### src/rtl/spike_interval_monitor_if.sv
// Spike-stream and measurement-result bundle between the neuron core and the
// spike interval monitor.
interface spike_interval_monitor_if #(
  parameter int WIN_W = 16,
  parameter int CNT_W = 8
);
  logic             ena;
  logic             spike_in;
  logic             start;
  logic [WIN_W-1:0] window_len;
  logic             busy;
  logic             done;
  logic [CNT_W-1:0] spike_count;
  logic [WIN_W-1:0] isi_min;
  logic [WIN_W-1:0] isi_last;
  logic             isi_valid;

  modport master (
    output ena, spike_in, start, window_len,
    input  busy, done, spike_count, isi_min, isi_last, isi_valid
  );

  modport slave (
    input  ena, spike_in, start, window_len,
    output busy, done, spike_count, isi_min, isi_last, isi_valid
  );
endinterface

### src/rtl/spike_interval_monitor.sv
// Counts spikes in a programmable window and tracks the minimum and most
// recent inter-spike interval; results hold until the next window completes.
//
// state | meaning
// IDLE  | waiting for start; results from the last window are held
// RUN   | window running; win_cnt counts down the remaining cycles
module spike_interval_monitor #(
  parameter int WIN_W = 16,
  parameter int CNT_W = 8
) (
  input logic               clk,
  input logic               rst,
  spike_interval_monitor_if.slave bus
);

  typedef enum logic {
    IDLE = 1'b0,
    RUN  = 1'b1
  } state_t;

  localparam logic [WIN_W-1:0] WIN_ONES = '1;
  localparam logic [WIN_W-1:0] WIN_ONE  = {{(WIN_W-1){1'b0}}, 1'b1};
  localparam logic [CNT_W-1:0] CNT_ONES = '1;
  localparam logic [CNT_W-1:0] CNT_TWO  = CNT_W'(2);

  state_t           state;
  logic             busy;
  logic             done;
  logic             spike_prev;
  logic [WIN_W-1:0] win_cnt;
  logic [WIN_W-1:0] isi_cnt;
  logic [CNT_W-1:0] acc_cnt;
  logic [WIN_W-1:0] acc_min;
  logic [WIN_W-1:0] acc_last;
  logic             seen;
  logic [CNT_W-1:0] spike_count;
  logic [WIN_W-1:0] isi_min;
  logic [WIN_W-1:0] isi_last;
  logic             isi_valid;

  logic             spike_edge;
  logic             win_last;
  logic [WIN_W-1:0] isi_inc;
  logic [CNT_W-1:0] acc_cnt_nxt;
  logic [WIN_W-1:0] acc_min_nxt;
  logic [WIN_W-1:0] acc_last_nxt;

  // Next accumulator values include the current cycle's edge so the final
  // window cycle can be folded straight into the published results.
  always_comb begin
    spike_edge   = bus.spike_in & ~spike_prev;
    win_last     = (win_cnt == WIN_ONE);
    isi_inc      = (isi_cnt == WIN_ONES) ? WIN_ONES : isi_cnt + WIN_ONE;
    acc_cnt_nxt  = acc_cnt;
    acc_min_nxt  = acc_min;
    acc_last_nxt = acc_last;
    if (spike_edge) begin
      if (acc_cnt != CNT_ONES) begin
        acc_cnt_nxt = acc_cnt + CNT_W'(1);
      end
      if (seen) begin
        acc_last_nxt = isi_inc;
        if (isi_inc < acc_min) begin
          acc_min_nxt = isi_inc;
        end
      end
    end
  end

  always_ff @(posedge clk or posedge rst) begin
    if (rst) begin
      state       <= IDLE;
      busy        <= 1'b0;
      done        <= 1'b0;
      spike_prev  <= 1'b0;
      win_cnt     <= '0;
      isi_cnt     <= '0;
      acc_cnt     <= '0;
      acc_min     <= WIN_ONES;
      acc_last    <= '0;
      seen        <= 1'b0;
      spike_count <= '0;
      isi_min     <= '0;
      isi_last    <= '0;
      isi_valid   <= 1'b0;
    end else begin
      // Edge history runs free so a level already high at start is not a spike.
      spike_prev <= bus.spike_in;
      if (bus.ena) begin
        done <= 1'b0;
        case (state)
          IDLE: begin
            if (bus.start) begin
              state    <= RUN;
              busy     <= 1'b1;
              win_cnt  <= (bus.window_len == '0) ? WIN_ONE : bus.window_len;
              isi_cnt  <= '0;
              acc_cnt  <= '0;
              acc_min  <= WIN_ONES;
              acc_last <= '0;
              seen     <= 1'b0;
            end
          end
          RUN: begin
            win_cnt  <= win_cnt - WIN_ONE;
            isi_cnt  <= spike_edge ? '0 : isi_inc;
            acc_cnt  <= acc_cnt_nxt;
            acc_min  <= acc_min_nxt;
            acc_last <= acc_last_nxt;
            if (spike_edge) begin
              seen <= 1'b1;
            end
            if (win_last) begin
              state       <= IDLE;
              busy        <= 1'b0;
              done        <= 1'b1;
              spike_count <= acc_cnt_nxt;
              isi_min     <= acc_min_nxt;
              isi_last    <= acc_last_nxt;
              isi_valid   <= (acc_cnt_nxt >= CNT_TWO);
            end
          end
          default: begin
            state <= IDLE;
            busy  <= 1'b0;
          end
        endcase
      end
    end
  end

  assign bus.busy        = busy;
  assign bus.done        = done;
  assign bus.spike_count = spike_count;
  assign bus.isi_min     = isi_min;
  assign bus.isi_last    = isi_last;
  assign bus.isi_valid   = isi_valid;

endmodule

### src/flat_wrapper.sv
// flat-port wrapper written by rule: the top's interface ports become plain ports
module spike_interval_monitor_flat 
#(
  parameter int WIN_W = 16,
  parameter int CNT_W = 8
)
  (clk, rst, bus_ena, bus_spike_in, bus_start, bus_window_len, bus_busy, bus_done, bus_spike_count, bus_isi_min, bus_isi_last, bus_isi_valid);
  spike_interval_monitor_if #(.WIN_W(WIN_W), .CNT_W(CNT_W)) bus_i ();
  input logic clk;
  input logic rst;
  input wire logic [$bits(bus_i.ena)-1:0] bus_ena;
  input wire logic [$bits(bus_i.spike_in)-1:0] bus_spike_in;
  input wire logic [$bits(bus_i.start)-1:0] bus_start;
  input wire logic [$bits(bus_i.window_len)-1:0] bus_window_len;
  output wire logic [$bits(bus_i.busy)-1:0] bus_busy;
  output wire logic [$bits(bus_i.done)-1:0] bus_done;
  output wire logic [$bits(bus_i.spike_count)-1:0] bus_spike_count;
  output wire logic [$bits(bus_i.isi_min)-1:0] bus_isi_min;
  output wire logic [$bits(bus_i.isi_last)-1:0] bus_isi_last;
  output wire logic [$bits(bus_i.isi_valid)-1:0] bus_isi_valid;
  assign bus_i.ena = bus_ena;
  assign bus_i.spike_in = bus_spike_in;
  assign bus_i.start = bus_start;
  assign bus_i.window_len = bus_window_len;
  assign bus_busy = bus_i.busy;
  assign bus_done = bus_i.done;
  assign bus_spike_count = bus_i.spike_count;
  assign bus_isi_min = bus_i.isi_min;
  assign bus_isi_last = bus_i.isi_last;
  assign bus_isi_valid = bus_i.isi_valid;
  spike_interval_monitor #(.WIN_W(WIN_W), .CNT_W(CNT_W)) u_core (.clk(clk), .rst(rst), .bus(bus_i));
endmodule
### config.mk
export PLATFORM = sky130hd
export DESIGN_NAME = spike_interval_monitor_flat
export DESIGN_NICKNAME = d
export VERILOG_FILES = /design/src/rtl/spike_interval_monitor_if.sv /design/src/rtl/spike_interval_monitor.sv /design/src/flat_wrapper.sv
export SDC_FILE = /design/constraint.sdc
export NUM_CORES = 1
export LEC_CHECK = 0
export CAP_MARGIN = 20
export CORE_ASPECT_RATIO = 0.6
export CORE_MARGIN = 4
export CORE_UTILIZATION = 50
export CTS_CLUSTER_SIZE = 12
export DETAILED_ROUTE_END_ITERATION = 6
export PLACE_DENSITY = 0.72
export SLEW_MARGIN = 0
export SYNTH_ARGS = -nofsm -noshare
export SYNTH_HDL_FRONTEND = slang
export SYNTH_SLANG_ARGS = --single-unit
### constraint.sdc
create_clock -name clk -period 4.5 [get_ports clk]
set_input_delay 0.675 -clock clk [delete_from_list [all_inputs] [get_ports clk]]
set_output_delay 0.675 -clock clk [all_outputs]
set_load 0.005 [all_outputs]
==> results.py <==
metrics = {
    "status": {
        "status": "finished clean",
    },
    "pwr": {
        "static-leakage-power_nw": 3.268,
        "power_per_cell_area_mw_per_mm2": 450.1,
        "ir_worst_vdd_mv": 0.4003,
    },
    "global_routing": {
        "grt_pass1_wl_mm": 25.23,
        "via_count_of_the_first_global_routing_pass": 4704,
        "grt_start_max_net_pins": 52,
        "number_of_antenna_violations_at_the_first_check_in_global_routing": 1,
        "grt.overflow.total": 0,
        "gr-usage-all-layers_pct": 23.16,
    },
    "synth": {
        "synth_nets": 654,
        "postSynthCellCount": 614,
        "netlist_area_mm2": 0.005989,
        "synth-edff-count": 0,
        "yosys_register_bits": 118,
        "synth_top_area_share_pct": 42.62,
        "synth_async_sr_flop_share_pct": 100.0,
        "yosysWarningCount": 0,
        "synth.yosys.seq_area_share_pct": 49.63,
        "synth_area_leaders": "dfrtp_1 (43%), dfstp_2 (7.0%), nand2_1 (5.9%)",
        "post_synth_num_cell_types": 50,
        "post_synth.cell_area_avg_um2": 9.755,
        "ys_dominant_reg_cell": "dfrtp_1",
        "synth_top_area_cell": "dfrtp_1",
    },
    "placed_design": {
        "gp_routability_congestion": 0.8797,
        "dp_hpwl_mm": 11.01,
        "io_buffer_count": 63,
        "placed_cells_incl_taps": 818,
        "detailedPlace.worstSlack_ps": 448.0,
        "placedInstanceArea_mm2": 0.006808,
    },
    "timing": {
        "drv_slew": 0,
        "fin_setup_tns_ps": 0,
        "maxClockFrequency_mhz": 242.3,
        "max_slew_margin_pct": 40.12,
        "final.setup.worst_slack_ps": 373.4,
        "timing.final.crit_period_ps": 4127,
        "finalSetupViolCount": 0,
        "post_route_skew_ps": 10.41,
        "finalCritPeriodShare_pct": 91.70,
        "final_hold_fails": 0,
        "setup_repair_after_global_routing_missed_its_margin": "no",
        "tightest_slew_ps": 898.3,
    },
    "floorplan": {
        "floorplan.die.width_um": 149.3,
        "die_height_um": 92.78,
        "placeableCoreArea_mm2": 0.01149,
        "initial_utilization_pct": 52.15,
        "die_area_mm2": 0.01385,
        "num_io_pins": 64,
        "num_rows": 30,
    },
    "worst_setup_path": {
        "worstPathMaxFanout": 18,
        "timing.critical_path.required_ps": 4830,
        "critPathLaunchType": "flip-flop",
        "cp-end-kind": "flip-flop",
        "cp.arrival_ps": 4460,
        "crit_type": "reg -> reg",
    },
    "clock_network": {
        "cts.sink_count": 118,
        "h-tree-depth": 4,
        "cts.hold.buffers_added": 0,
        "clk_latency_ps": 410,
        "cts.repair.resized": 0,
        "cts-root-to-sink-buffers": 2,
        "tritoncts.num_buffers": 17,
        "clkSlewWorstSetupHoldPaths_ps": 60,
        "post-cts-setup-buffer-count": 0,
        "tritoncts": "done",
        "cts-root-buf": "clkbuf_16",
    },
    "final_layout": {
        "instances_no_fill": 850,
        "final_layout_size_suffix_gt1_share_pct": 10.87,
        "fin_nets": 717,
        "synthToLayoutAreaGrowth_pct": 22.98,
        "final_core_utilization_pct": 64.13,
        "antenna-diode-count": 0,
        "final.fill_count": 947,
        "postLayoutCellArea_mm2": 0.007366,
    },
    "hold_path": {
        "timing.hold.worst.class": "reg -> reg",
    },
    "detailed_routing": {
        "drtIter0Drc": 509,
        "detail_route.wirelength_mm": 15.26,
        "detail_route.first_pass.iterations": 5,
        "wl_per_cell_um": 17.95,
        "routed_via_density": 5.881,
        "routed_vias": 4999,
        "drtAntennaViolNets": 0,
        "dr_drc_count": 0,
    },
    "run": {
        "drv_cap": 0,
    },
}
## worst paths after layout
path                                             from                         to  slack, ps  depth (start not counted)
worst max register to register      u_core.isi_cnt[0]          u_core.acc_min[2]        370                         14
worst min-delay path            u_core.bus.isi_min[9]      u_core.bus.isi_min[9]        490                          2
min in group asynchronous                         rst  u_core.bus.spike_count[6]        710                          2
worst max-delay path                u_core.isi_cnt[0]          u_core.acc_min[2]        370                         14
worst min register to register  u_core.bus.isi_min[9]      u_core.bus.isi_min[9]        490                          2
max in group asynchronous                         rst      u_core.bus.isi_min[5]       2870                          3
## per-layer routing
| layer | GRT usage [%] | share of wire (%) | vias to the layer above |
|---|---|---|---|
| met5 | 0 | 0.085 | - |
| met2 | 32.27 | 42 | 204 |
| met1 | 35.78 | 50 | 2425 |
| met3 | 5.232 | 7.0 | 17 |
| met4 | 6.702 | 0.84 | 2 |
| li1 | - | - | 2351 |
## placed cells by master (no fill, tap or decap), types with 19 or more instances in the layout
master           synthesis  routed
a22o_1                  33      33
nor2_1                  26      26
a21oi_1                 26      26
nand2_1                 94      93
mux2i_1                 34      34
o21ai_1                 48      48
inv_1                   23      22
dfrtp_1                102     102
clkdlybuf4s50_1          0      63
o21ai_0                 27      27
ha_1                    19      19
## critical path: stages, from the launching register on
cell and delay (ps):
dfrtp_1 460, ha_1 260, and3_1 250, and3_1 240
nand2_1 350, nand2_1 270, ha_1 390, a21oi_1 160
o21ai_1 110, a2111oi_0 370, a211oi_1 160, nor3b_2 270
buf_12 210, nand2_2 230, o22a_1 300
## flip-flops by register name, summed over array words and instances (netlist names)
register                count
u_core.acc_last            16
u_core.acc_min             16
u_core.bus.isi_last        16
u_core.bus.isi_min         16
u_core.isi_cnt             16
u_core.win_cnt             16
u_core.acc_cnt              8
u_core.bus.spike_count      8
u_core.bus.busy             1
u_core.bus.done             1
u_core.bus.isi_valid        1
u_core.seen                 1
u_core.spike_prev           1
u_core.state                1
## layout make-up
type | count | area (µm²) | share of cell area (%)
repair buffers | 80 | 770.7 | 10.46
multi-input cells | 437 | 2775 | 37.68
well taps | 160 | 200.2 | 2.718
inverters | 23 | 88.84 | 1.206
clock buffers | 18 | 429.2 | 5.826
clock inverters | 14 | 128.9 | 1.750
flip-flops and latches | 118 | 2973 | 40.36
## cells by family (layout without fill, tap and decap cells)
| logic type | after synthesis | count (layout) | share of synthesized area, % |
|---|---|---|---|
| compound gates | 186 | 186 | 20.24 |
| fa+ha+maj | 19 | 19 | 3.969 |
| mux | 36 | 36 | 6.058 |
| simple gates | 183 | 183 | 14.04 |
| xor+xnor | 13 | 13 | 1.901 |
| flops | 118 | 118 | 49.63 |
| buf+inv | 59 | 135 | 4.157 |
## cell usage after synthesis (4+ instances only)
cell,instances
clkbuf_1,23
ha_1,19
nor4_1,5
nor3_1,8
and3_1,8
o21ai_0,27
a22o_1,33
buf_2,10
nor2_1,26
nand3_1,12
nand4_1,7
o22ai_1,4
nand2_1,94
xnor2_1,7
o21ai_1,48
xor2_1,6
mux2i_1,34
and2_1,4
o22a_1,16
a21oi_1,26
dfstp_2,16
dfrtp_1,102
o31ai_1,4
inv_1,23
a31oi_1,8
## stage by stage
stage                     hold WS (ps)  total power [mW]
after floorplan                  450.1             1.824
after global placement           458.8             1.999
after detailed placement         475.3             2.040
after CTS                        488.3             3.315
after global routing             503.7             3.464
final                            485.3             3.315
## power breakdown
part | switching [mW] | internal [mW]
clock network | 0.507 | 0.762
registers | 0.160 | 1.23
logic | 0.382 | 0.272
total | 1.05 | 2.27
No activity file was read; power rests on OpenSTA's default activity.
